**src/rtl/cpu_pkg.sv**
```systemverilog
// cpu_pkg: shared definitions for the 16-bit CPU control path.
//   opcode_t  - 4-bit instruction opcodes (OP_ADD .. OP_NOP)
//   ALU_*     - ALU operation select codes
//   *_MSB/LSB - bit positions of the instruction word fields
//   ctrl_t    - bundle of decoded control outputs
package cpu_pkg;

   typedef enum logic [3:0] {
      OP_ADD  = 4'b0000,
      OP_SUB  = 4'b0001,
      OP_AND  = 4'b0010,
      OP_OR   = 4'b0011,
      OP_XOR  = 4'b0100,
      OP_NOT  = 4'b0101,
      OP_SHL  = 4'b0110,
      OP_SHR  = 4'b0111,
      OP_LOAD = 4'b1000,
      OP_RSV9 = 4'b1001,
      OP_RSVA = 4'b1010,
      OP_RSVB = 4'b1011,
      OP_JMP  = 4'b1100,
      OP_INC  = 4'b1101,
      OP_DEC  = 4'b1110,
      OP_NOP  = 4'b1111
   } opcode_t;

   localparam logic [3:0] ALU_ADD  = 4'b0000;
   localparam logic [3:0] ALU_SUB  = 4'b0001;
   localparam logic [3:0] ALU_AND  = 4'b0010;
   localparam logic [3:0] ALU_OR   = 4'b0011;
   localparam logic [3:0] ALU_XOR  = 4'b0100;
   localparam logic [3:0] ALU_NOT  = 4'b0101;
   localparam logic [3:0] ALU_SHL  = 4'b0110;
   localparam logic [3:0] ALU_SHR  = 4'b0111;
   localparam logic [3:0] ALU_INC  = 4'b1000;
   localparam logic [3:0] ALU_DEC  = 4'b1001;
   localparam logic [3:0] ALU_PASS = 4'b1111;

   localparam int unsigned OPC_MSB = 15;
   localparam int unsigned OPC_LSB = 12;
   localparam int unsigned R1_MSB  = 11;
   localparam int unsigned R1_LSB  = 10;
   localparam int unsigned R2_MSB  = 9;
   localparam int unsigned R2_LSB  = 8;
   localparam int unsigned ADR_MSB = 7;
   localparam int unsigned ADR_LSB = 0;

   typedef struct packed {
      logic [3:0] alu_code;
      logic       ram_read;
      logic       reg_read;
      logic       reg_write;
      logic       pc_jump;
   } ctrl_t;

endpackage

```
**src/rtl/cpu_control_unit_if.sv**
```systemverilog
// cpu_control_unit_if: instruction in / decoded control out.
//   instruction - 16-bit instruction word {opcode, reg1, reg2, addr}
//   alu_code, RAM_read, Reg_read, Reg_write, pc_jump - control strobes
//   reg1, reg2, RAM_adr - raw instruction fields, registered
// master: fetch/datapath side; slave: the control unit.
interface cpu_control_unit_if;

   logic [15:0] instruction;
   logic [3:0]  alu_code;
   logic        RAM_read;
   logic        Reg_read;
   logic        Reg_write;
   logic        pc_jump;
   logic [1:0]  reg1;
   logic [1:0]  reg2;
   logic [7:0]  RAM_adr;

   modport master (
      output instruction,
      input  alu_code, RAM_read, Reg_read, Reg_write, pc_jump, reg1, reg2, RAM_adr
   );

   modport slave (
      input  instruction,
      output alu_code, RAM_read, Reg_read, Reg_write, pc_jump, reg1, reg2, RAM_adr
   );

endinterface

```
**src/rtl/cpu_control_unit_instr_decode.sv**
```systemverilog
// instr_decode: combinational opcode-to-control table.
//   i_opcode - instruction[15:12]
//   o_ctrl   - alu_code and RAM/register/PC strobes
// Reserved opcodes and NOP fall through to the all-zero default.
module instr_decode
   import cpu_pkg::*;
(
   input  logic [3:0] i_opcode,
   output ctrl_t      o_ctrl
);

   always_comb begin
      o_ctrl = '0;
      case (opcode_t'(i_opcode))
         OP_ADD, OP_SUB, OP_AND, OP_OR, OP_XOR, OP_NOT, OP_SHL, OP_SHR: begin
            // ALU op codes share the opcode encoding
            o_ctrl.alu_code  = i_opcode;
            o_ctrl.reg_read  = 1'b1;
            o_ctrl.reg_write = 1'b1;
         end
         OP_LOAD: begin
            o_ctrl.alu_code  = ALU_PASS;
            o_ctrl.ram_read  = 1'b1;
            o_ctrl.reg_write = 1'b1;
         end
         OP_JMP: begin
            o_ctrl.pc_jump = 1'b1;
         end
         OP_INC: begin
            o_ctrl.alu_code  = ALU_INC;
            o_ctrl.reg_read  = 1'b1;
            o_ctrl.reg_write = 1'b1;
         end
         OP_DEC: begin
            o_ctrl.alu_code  = ALU_DEC;
            o_ctrl.reg_read  = 1'b1;
            o_ctrl.reg_write = 1'b1;
         end
         default: begin
         end
      endcase
   end

endmodule

```
**src/rtl/cpu_control_unit.sv**
```systemverilog
// cpu_control_unit: registered instruction decoder, one cycle latency.
//   clk   - rising-edge clock
//   rst_n - asynchronous active-low reset, clears every output
//   bus   - slave side of cpu_control_unit_if (instruction in, controls out)
module cpu_control_unit
   import cpu_pkg::*;
(
   input  logic                  clk,
   input  logic                  rst_n,
   cpu_control_unit_if.slave     bus
);

   ctrl_t      w_ctrl;
   ctrl_t      r_ctrl;
   logic [1:0] r_reg1;
   logic [1:0] r_reg2;
   logic [7:0] r_adr;

   instr_decode u_decode (
      .i_opcode (bus.instruction[OPC_MSB:OPC_LSB]),
      .o_ctrl   (w_ctrl)
   );

   always_ff @(posedge clk or negedge rst_n) begin
      if (!rst_n) begin
         r_ctrl <= '0;
         r_reg1 <= '0;
         r_reg2 <= '0;
         r_adr  <= '0;
      end else begin
         r_ctrl <= w_ctrl;
         r_reg1 <= bus.instruction[R1_MSB:R1_LSB];
         r_reg2 <= bus.instruction[R2_MSB:R2_LSB];
         r_adr  <= bus.instruction[ADR_MSB:ADR_LSB];
      end
   end

   assign bus.alu_code  = r_ctrl.alu_code;
   assign bus.RAM_read  = r_ctrl.ram_read;
   assign bus.Reg_read  = r_ctrl.reg_read;
   assign bus.Reg_write = r_ctrl.reg_write;
   assign bus.pc_jump   = r_ctrl.pc_jump;
   assign bus.reg1      = r_reg1;
   assign bus.reg2      = r_reg2;
   assign bus.RAM_adr   = r_adr;

endmodule

```
**src/flat_wrapper.sv**
```systemverilog
// flat-port wrapper written by rule: the top's interface ports become plain ports
module cpu_control_unit_flat import cpu_pkg::*;
  (clk, rst_n, bus_instruction, bus_alu_code, bus_RAM_read, bus_Reg_read, bus_Reg_write, bus_pc_jump, bus_reg1, bus_reg2, bus_RAM_adr);
  cpu_control_unit_if bus_i ();
  input  logic clk;
  input  logic rst_n;
  input wire logic [$bits(bus_i.instruction)-1:0] bus_instruction;
  output wire logic [$bits(bus_i.alu_code)-1:0] bus_alu_code;
  output wire logic [$bits(bus_i.RAM_read)-1:0] bus_RAM_read;
  output wire logic [$bits(bus_i.Reg_read)-1:0] bus_Reg_read;
  output wire logic [$bits(bus_i.Reg_write)-1:0] bus_Reg_write;
  output wire logic [$bits(bus_i.pc_jump)-1:0] bus_pc_jump;
  output wire logic [$bits(bus_i.reg1)-1:0] bus_reg1;
  output wire logic [$bits(bus_i.reg2)-1:0] bus_reg2;
  output wire logic [$bits(bus_i.RAM_adr)-1:0] bus_RAM_adr;
  assign bus_i.instruction = bus_instruction;
  assign bus_alu_code = bus_i.alu_code;
  assign bus_RAM_read = bus_i.RAM_read;
  assign bus_Reg_read = bus_i.Reg_read;
  assign bus_Reg_write = bus_i.Reg_write;
  assign bus_pc_jump = bus_i.pc_jump;
  assign bus_reg1 = bus_i.reg1;
  assign bus_reg2 = bus_i.reg2;
  assign bus_RAM_adr = bus_i.RAM_adr;
  cpu_control_unit u_core (.clk(clk), .rst_n(rst_n), .bus(bus_i));
endmodule
```
**config.mk**
```make
export PLATFORM = sky130hd
export DESIGN_NAME = cpu_control_unit_flat
export DESIGN_NICKNAME = d
export VERILOG_FILES = /design/src/rtl/cpu_pkg.sv /design/src/rtl/cpu_control_unit_if.sv /design/src/rtl/cpu_control_unit_instr_decode.sv /design/src/rtl/cpu_control_unit.sv /design/src/flat_wrapper.sv
export SDC_FILE = /design/constraint.sdc
export NUM_CORES = 1
export LEC_CHECK = 0
export CORE_MARGIN = 3
export CORE_UTILIZATION = 32
export DETAILED_ROUTE_END_ITERATION = 6
export PLACE_DENSITY = 0.83
export SLEW_MARGIN = 25
export SYNTH_ARGS = -nofsm -noshare
export SYNTH_HDL_FRONTEND = slang
export SYNTH_SLANG_ARGS = --single-unit
```
**constraint.sdc**
```tcl
create_clock -name clk -period 0.8 [get_ports clk]
set_input_delay 0.16 -clock clk [delete_from_list [all_inputs] [get_ports clk]]
set_output_delay 0.16 -clock clk [all_outputs]
set_load 0.01 [all_outputs]
```
==> key figures <==
Route
  – DR WL/cell: 13.3 um
  – Vias: 483
  – Post-DR vias/cell: 4.31
  – DRC errors left: 0
  – Drt first pass iters: 2
  – Routed wire length: 1490 um
  – First DRT Iteration DRCs: 2
  – Post-DRT Antenna Nets: 0

Place
  – RD Place Congestion: 0.712
  – Dpl cells: 108
  – DPL Wire Length: 1180 um
  – DP Area: 0.00109 sq mm
  – Port Buffers: 37

Critical path
  – CP Cell Sequence: buf_6
  – Crit path DAT: 0.81 ns
  – Critical path endpoint category: output port
  – Worst-path fanout max: 1
  – Slowest cell on the critical path: dfrtp_1
  – Worst Path Required: 0.64 ns
  – Buf/Inv on CP: 1
  – CP Launch Type: flip-flop
  – Setup CP Type: reg -> out
  – Max stage delay on crit path: 0.40 ns
  – Crit-path leading delay family: flip-flops

Power
  – Clock share of power: 28.4%
  – P per Cell Area: 1820 mW/mm^2
  – Int Power: 1.51 mW
  – Worst vdd ir: 0.000730 V
  – Leak pwr: 0.514 nW
  – Overall power: 1.92 mW
  – Net Sw Frac: 21.4%
  – Gate power share: 15.4%
  – Register share of total power: 56.2%
  – Sw power: 0.412 mW

Synthesis
  – Mapped Cells: 44
  – Post-Syn Area per Cell: 15.0 sq um
  – Post-Synth Adder-Cell Area: 0%
  – Syn Nets: 62
  – Yosys top cell area share: 75.8%
  – Synth area leader: dfrtp_1
  – Post-synthesis mux area share: 0%
  – Syn Std Cell Area: 661 sq um
  – Largest family of logic cells by synthesized area: simple AND/OR/NAND/NOR gates
  – Seq/Total Area, Yosys: 75.8%
  – Compound-gate portion of the synthesized area: 5.30%
  – Top cells by area, synth: dfrtp_1 76%, o21ai_0 3.0%, nand2b_1 2.8%, xor2_1 2.7%, or4b_4 2.1%
  – Synth Area in XOR/XNOR: 3.98%
  – Post-synthesis simple-gate area fraction: 10.0%
  – Synthesis-stage register bit count: 20
  – Netlist cell types: 15
  – Yosys synthesis warning count: 0

Floorplan
  – Die area: 0.00265 sq mm
  – Starting density of the core: 35.9%
  – Rows: 15
  – Die height: 51.4 um
  – Die width: 51.4 um
  – Io pins: 38
  – CORE AREA: 0.00184 sq mm

Finish
  – P&R area growth vs syn: 59.8%
  – Final core utilization: 57.4%
  – Post-route cell area: 0.00106 sq mm
  – Antenna cells: 0
  – Fin cells: 112
  – NumNets Final: 106
  – Share of cells above drive strength 1: 36.8%

Global route
  – Largest net degree at the start of global routing: 21
  – Vias in the first global route: 491
  – Grt total ovfl: 0
  – First-pass GRT wire length: 2260 um
  – GR Util All Layers: 11.9%
  – Antenna violations before repair: 0

Timing
  – Setup Viol. Count Final: 20
  – RSZ-0062 raised after global routing: true
  – Slew margin rel.: 88.0%
  – Fmax: 1040 MHz
  – Min cycle time layout: 0.965 ns
  – Final Worst Setup Slack: -0.165 ns
  – Max Slew Vio Count: 0
  – Setup tns final: -2.99 ns
  – Period utilization: 121%
  – Count of final hold-check violations: 0
  – Worst-Margin Slew: 0.179 ns

Flow run
  – Max_cap viols: 0

Clock tree
  – Htree depth: 1
  – CTS tree: done
  – CTS Sinks: 20
  – Clk buf depth: 2
  – Clk slew on worst S/H paths: 0.10 ns
  – Clk root buf: clkbuf_4
  – Hold buffers post-CTS: 0
  – CTS Buf Count: 3
  – Setup Buffers After CTS: 0

Worst hold path
  – Worst min-delay path class: in -> async

Outcome
  – Failing checks: setup timing
  – Status: finished with violations
[power by group through the flow]
stage | logic (mW) | registers [mW] | clock network, mW
global placement | 0.331 | 1.10 | 0
floorplan | 0.0667 | 1.13 | 0
finish | 0.296 | 1.08 | 0.546
global route | 0.321 | 1.09 | 0.616
detailed placement | 0.340 | 1.10 | 0
CTS | 0.287 | 1.08 | 0.565
[cell usage after synthesis, drive strengths merged]
cell type and count:
nand2b 3, buf 3, o21ai 4, inv 3, xnor2 1, o31ai 1, o211ai 1, nor2b 2
nand3b 1, nor3 1, dfrtp 20, or4b 1, xor2 2, nand4b 1
[kinds of logic after synthesis]
group / count (synthesis)
and+or+nand+nor: 9
buffers and inverters: 6
xor gates and xnor gates: 3
DFF: 20
AOI/OAI and AO/OA: 6
[timing repair]
| item | 4_1_cts | 5_1_grt |
|---|---|---|
| setup endpoints to repair | 28 | 21 |
| pin swaps | 1 | 0 |
| resized for setup | 86 | 5 |
| cloned | 0 | 0 |
[layout make-up]
type                            count  area (sq um)
Timing Repair Buffer               42           342
Multi-Input combinational cell     18           135
Fill cell                         158           783
Clock buffer                        4          36.3
Tap cell                           25          31.3
Sequential cell                    20           500
Inverter                            3          11.3
[registers in the layout, indices dropped and copies added, names as in the netlist]
signal and cells:
u_core.bus.alu_code 4, u_core.bus.RAM_read 1, u_core.bus.RAM_adr 8, u_core.bus.Reg_read 1, u_core.bus.reg1 2, u_core.bus.pc_jump 1
u_core.bus.Reg_write 1, u_core.bus.reg2 2
[through the flow]
stage / hold WS, ns / setup slack [ns]
after floorplan: -0.136 / -0.152
after global placement: 0.518 / -0.483
after detailed placement: 0.524 / -0.502
after CTS: 0.208 / -0.179
after global routing: 0.200 / -0.209
final: 0.211 / -0.165
[per-layer routing]
metal | vias up | wire [um] | GRT usage [%]
li1 | 227 | - | -
met1 | 221 | 601 | 11.7
met2 | 33 | 631 | 20.3
met3 | 2 | 241 | 5.83
met4 | 0 | 16 | 6.55
met5 | - | 0 | 0
[cell usage in the layout (no fill, tap or decap)]
master / count
nor2b_1: 2
nand4b_1: 1
inv_1: 3
clkdlybuf4s15_1: 1
o211ai_1: 1
dfrtp_1: 20
buf_12: 1
o31ai_1: 1
xor2_1: 2
buf_6: 4
o21ai_0: 2
dlygate4sd2_1: 3
buf_2: 16
clkbuf_4: 3
xnor2_1: 1
or4b_4: 1
o21ai_2: 2
nand3b_1: 1
buf_4: 4
clkbuf_8: 1
clkdlybuf4s50_1: 13
nand2b_1: 3
nor3_1: 1
[worst max-delay path by stage]
| stage | start | to | slack [ns] | cells after the start |
|---|---|---|---|---|
| 2_1_floorplan | bus_instruction[12] | u_core.bus.alu_code[1] | -0.15 | 3 |
| 3_3_place_gp | bus_instruction[12] | u_core.bus.alu_code[2] | -0.48 | 3 |
| 3_5_place_dp | bus_instruction[12] | u_core.bus.alu_code[1] | -0.50 | 3 |
| 4_1_cts | u_core.bus.alu_code[0] | bus_alu_code[0] | -0.18 | 1 |
| 5_1_grt | u_core.bus.reg2[0] | bus_reg2[0] | -0.21 | 1 |
| 6_report | u_core.bus.alu_code[0] | bus_alu_code[0] | -0.17 | 1 |
Note: power is estimated with default switching activity, not from simulation.
==> variant 1, RTL diff (config.mk and constraints unchanged) <==
Take the reset off `r_adr` and load it in a clocked block of its own.
--- a/src/rtl/cpu_control_unit.sv
+++ b/src/rtl/cpu_control_unit.sv
@@ -27,11 +27,13 @@
          r_reg1 <= '0;
          r_reg2 <= '0;
-         r_adr  <= '0;
       end else begin
          r_ctrl <= w_ctrl;
          r_reg1 <= bus.instruction[R1_MSB:R1_LSB];
          r_reg2 <= bus.instruction[R2_MSB:R2_LSB];
-         r_adr  <= bus.instruction[ADR_MSB:ADR_LSB];
       end
+   end
+
+   always_ff @(posedge clk) begin
+      r_adr <= bus.instruction[ADR_MSB:ADR_LSB];
    end
 
Formal check against the unedited RTL: not equivalent (a bounded check fails within 4 cycles, from zero or initial values and one cycle with rst_n low).
==> variant 1 against the original RTL <==
The run still ends with negative setup slack left; power shrank 4.6%; fmax shrank 0.38%; routed wire length shrank 8.7%; area after synthesis shrank 6.1%; worst setup slack lost 0.0037 ns; critical path depth is the same; sequential cell count is the same; global-route usage shrank 0.54 points; final area shrank 2.1%; critical endpoint is now bus_reg2[1]; largest cell class unchanged.
==> variant 1: results (changes against the original RTL) <==
Yosys
The number of unique standard cell types used by synthesis is 16 (+1). Sorting the synthesized cells by area gives the leading types as sky130_fd_sc_hd__dfrtp_1, sky130_fd_sc_hd__dfxtp_1, sky130_fd_sc_hd__o21ai_0. The most used flip-flop cell after synthesis is sky130_fd_sc_hd__dfrtp_1. The count of warnings emitted by yosys is 0 (unchanged). The compound-gate portion of the synthesized area is 5.65% (+0.34 points).

The fraction of the yosys area taken by sequential cells is 74.2% (-1.6 points). The xor/xnor share of the synthesized area is 4.23% (+0.26 points). By count the netlist is led by sky130_fd_sc_hd__dfrtp_1, sky130_fd_sc_hd__dfxtp_1, sky130_fd_sc_hd__o21ai_0.

Status
The final reports fail on negative setup slack. The run finished, with violations left.

Timing
The actual transition at the worst max-transition pin is 0.178 ns (-0.000438 ns). The post-route worst setup slack is -0.169 ns (-0.00365 ns). The final-layout setup total negative slack came to -2.46 ns (+0.529 ns). The worst hold slack across all endpoints is 0.185 ns (-0.0256 ns).

The number of failing setup endpoints in the final timing report is 20 (unchanged).

GRT
The pin count of the biggest net entering global routing is 13 (-38%). The global-route wire length before repair is 2080 um (-7.7%). The overall global routing resource usage came to 11.4% (-0.54 points). The via count of the first global-routing pass is 469 (-4.5%).

Routing
The violation count after the first detailed-routing iteration is 4 (+2). The via count is 462 (-4.3%). The routed length per placed instance is 12.1 um (-8.7%).

The total routed wirelength came to 1360 um (-8.7%).

Worst setup path
The delay contributed by the slowest stage of the critical path was 0.38 ns (-0.02 ns).

Layout
The fraction of final layout cells with drive strength greater than 1 is 40.2% (+3.4 points).

Power
The switching part of the total power is 21.9% (+0.50 points). The power density relative to cell area is 1780 mW/mm^2 (-2.5%). The largest voltage drop on the vdd net was 700 uV (-4.1%).

Placement
The final weighted congestion in routability-driven placement is 0.747 (+4.9%). The worst setup timing slack at the placement stage is -0.506 ns (-0.00467 ns). The post-placement cell count is 108 (unchanged). The total placed instance area is 0.00105 mm^2 (-3.7%).
==> variant 1: cell types whose count changed after synthesis, sizes merged <==
cell / unedited run / this run
dfxtp: 0 / 8
dfrtp: 20 / 12
==> variant 1: final cells by class <==
| cell class | instances | area, um^2 |
|---|---|---|
| Multi-Input combinational cell | 18 | 131 |
| Fill cell | 149 | 749 |
| Timing Repair Buffer | 42 | 367 |
| Clock buffer | 4 | 26.3 |
| Sequential cell | 20 | 467 |
| Tap cell | 25 | 31.3 |
| Inverter | 3 | 11.3 |
==> variant 1: path summary, 6_finish.rpt <==
check | from | end
setup / recovery | u_core.bus.reg2[1]$_DFF_PN0_ | bus_reg2[1]
hold / removal | rst_n | u_core.bus.reg1[0]$_DFF_PN0_
max in group asynchronous | rst_n | u_core.bus.Reg_write$_DFF_PN0_
min in group clk | bus_instruction[13] | u_core.bus.RAM_read$_DFF_PN0_
==> variant 1: layer usage <==
layer	GRT usage (%)	wire length, um	vias up
met4	6.91	16	0
met1	13.5	618	198
met2	17.4	526	36
li1	-	-	226
met5	0	0	-
met3	4.23	199	2
==> variant 1: timing repair <==
| action | in CTS | in global routing |
|---|---|---|
| pin swaps | 1 | 0 |
| gates cloned | 0 | 0 |
| setup endpoints to repair | 27 | 20 |
| resized for setup | 88 | 11 |
==> variant 1: cell families after synthesis <==
family          Yosys count
simple gates              9
buf+inv                   6
flops                    20
xor+xnor                  3
compound gates            6
==> variant 1: power by group through the flow <==
stage	clock network [mW]	logic, mW	registers, mW
after floorplan	0	0.0667	1.13
after global routing	0.519	0.316	1.09
after global placement	0	0.322	1.09
after detailed placement	0	0.331	1.10
after CTS	0.475	0.277	1.07
final	0.461	0.295	1.08
==> variant 2, RTL diff (same flow settings) <==
Made on the original files. Make the reset (`rst_n`) synchronous in one clocked block. Comments in the files are not updated.
--- a/src/rtl/cpu_control_unit.sv
+++ b/src/rtl/cpu_control_unit.sv
@@ -22,5 +22,5 @@
    );
 
-   always_ff @(posedge clk or negedge rst_n) begin
+   always_ff @(posedge clk) begin
       if (!rst_n) begin
          r_ctrl <= '0;
Formal check against the unedited RTL: differs if rst_n is asserted again (counterexample within 4 cycles, from zero or initial values and one cycle with rst_n low); with rst_n held inactive, the same outputs for 10 cycles.
==> variant 2 against the original RTL <==
The flow still finishes with violations (negative setup slack); via count increased by 16%; final area is 9.1% higher; routed wire length increased by 1.0%; area after synthesis increased by 7.0%; sequential cell count unchanged; clock power grew 47%; first-iteration DRC count did not move; power is 15% higher; worst setup slack better by 0.063 ns; critical endpoint is now bus_reg2[1]; highest routed layer unchanged.
==> variant 2: results (changes against the original RTL) <==
Yosys
The share of flip-flops with an asynchronous set or reset is 0% (-100 points). The xor/xnor share of the synthesized area is 3.54% (-0.44 points). The compound-gate portion of the synthesized area is 6.73% (+1.4 points). The number of unique standard cell types used by synthesis is 21 (+6).

The most common flop cell mapped by yosys is sky130_fd_sc_hd__dfxtp_1. By area the synthesized netlist is led by sky130_fd_sc_hd__dfxtp_1, sky130_fd_sc_hd__and2_1, sky130_fd_sc_hd__nor4b_4. The fraction of the yosys area taken by sequential cells is 56.6% (-19 points).

Timing
The number of failing setup endpoints in the final timing report is 20 (unchanged). The final-layout setup total negative slack is -1.80 ns (+1.19 ns). The post-route worst setup slack came to -0.102 ns (+0.0633 ns). The worst slew margin relative to its limit was 75.9% (-12 points). The worst hold slack across all endpoints was 0.193 ns (-0.0183 ns).

Routing
The count of TritonRoute iterations in the first routing pass came to 3 (+1). The average via count per standard cell was 4.28 (-0.70%). The routed length per placed instance was 11.5 um (-14%).

GRT
The pin count of the biggest net entering global routing was 15 (-29%). The overall global routing resource usage came to 12.2% (+0.26 points). The global-route wire length before repair is 2380 um (+5.5%). The via count of the first global-routing pass came to 563 (+15%).

Clocking
Clock-pin slew was measured on the worst setup and hold paths at 0.11 ns.

Status
The checks that failed: negative setup slack. The flow ran to the end, but the final reports show violations.

Worst setup path
The critical path arrival is 0.74 ns (-0.07 ns). The delay contributed by the slowest stage of the critical path was 0.33 ns (-0.07 ns). In this run the worst setup path begins at u_core.bus.reg2[1]$_SDFF_PN0_. The master of the slowest instance on the critical path is sky130_fd_sc_hd__dfxtp_1. The critical path ends at bus_reg2[1].

Layout
The count of nets after finishing is 123 (+16%). The fraction of final layout cells with drive strength greater than 1 was 44.2% (+7.4 points).

Placement
The final weighted congestion in routability-driven placement is 0.732 (+2.9%). The placed wire-length estimate was 1150 um (-2.5%).

Power
The switching power is 445 uW (+8.0%).
[variant 2: per-stage QoR]
stage / power, mW / area, um^2 / setup WS, ns / std cells
after floorplan: 1.23 / 707 / 0.0391 / 61
after global placement: 1.43 / 1110 / -0.505 / 125
after detailed placement: 1.44 / 1110 / -0.548 / 125
after CTS: 2.19 / 1090 / -0.119 / 131
after global routing: 2.30 / 1150 / -0.148 / 131
final: 2.21 / 1150 / -0.102 / 131
[variant 2: per-layer routing]
metal | GRT usage [%] | vias up | part of all wire, % | wire length, um
li1 | - | 285 | - | -
met1 | 12.9 | 245 | 43 | 648
met2 | 20.9 | 29 | 45 | 682
met3 | 3.66 | 2 | 10 | 153
met4 | 7.66 | 0 | 1.3 | 20
met5 | 0 | - | 0 | 0
[variant 2: cell families after synthesis]
logic type      after synthesis
buf+inv                       8
compound gates                6
simple gates                 25
flops                        20
xor+xnor                      2
[variant 2: power groups by stage]
stage / Combinational (mW) / Clock, mW / Sequential, mW
detailed placement: 0.356 / 0 / 1.08
global placement: 0.348 / 0 / 1.08
CTS: 0.316 / 0.815 / 1.06
global route: 0.364 / 0.867 / 1.07
floorplan: 0.121 / 0 / 1.11
finish: 0.336 / 0.802 / 1.07
[variant 2: area by class of cell]
type	count	share of cell area [%]
multi-input cells	33	23.1
flip-flops and latches	20	35.7
repair buffers	45	33.0
inverters	2	0.651
well taps	27	2.93
clock inverters	1	2.61
clock buffers	3	1.95
[variant 2: what timing repair did]
action | in CTS | in global routing
endpoints found under the setup margin | 40 | 22
hold buffers | 0 | 0
pin swaps | 1 | 1
gates resized for setup | 87 | 20
setup buffers | 2 | 0
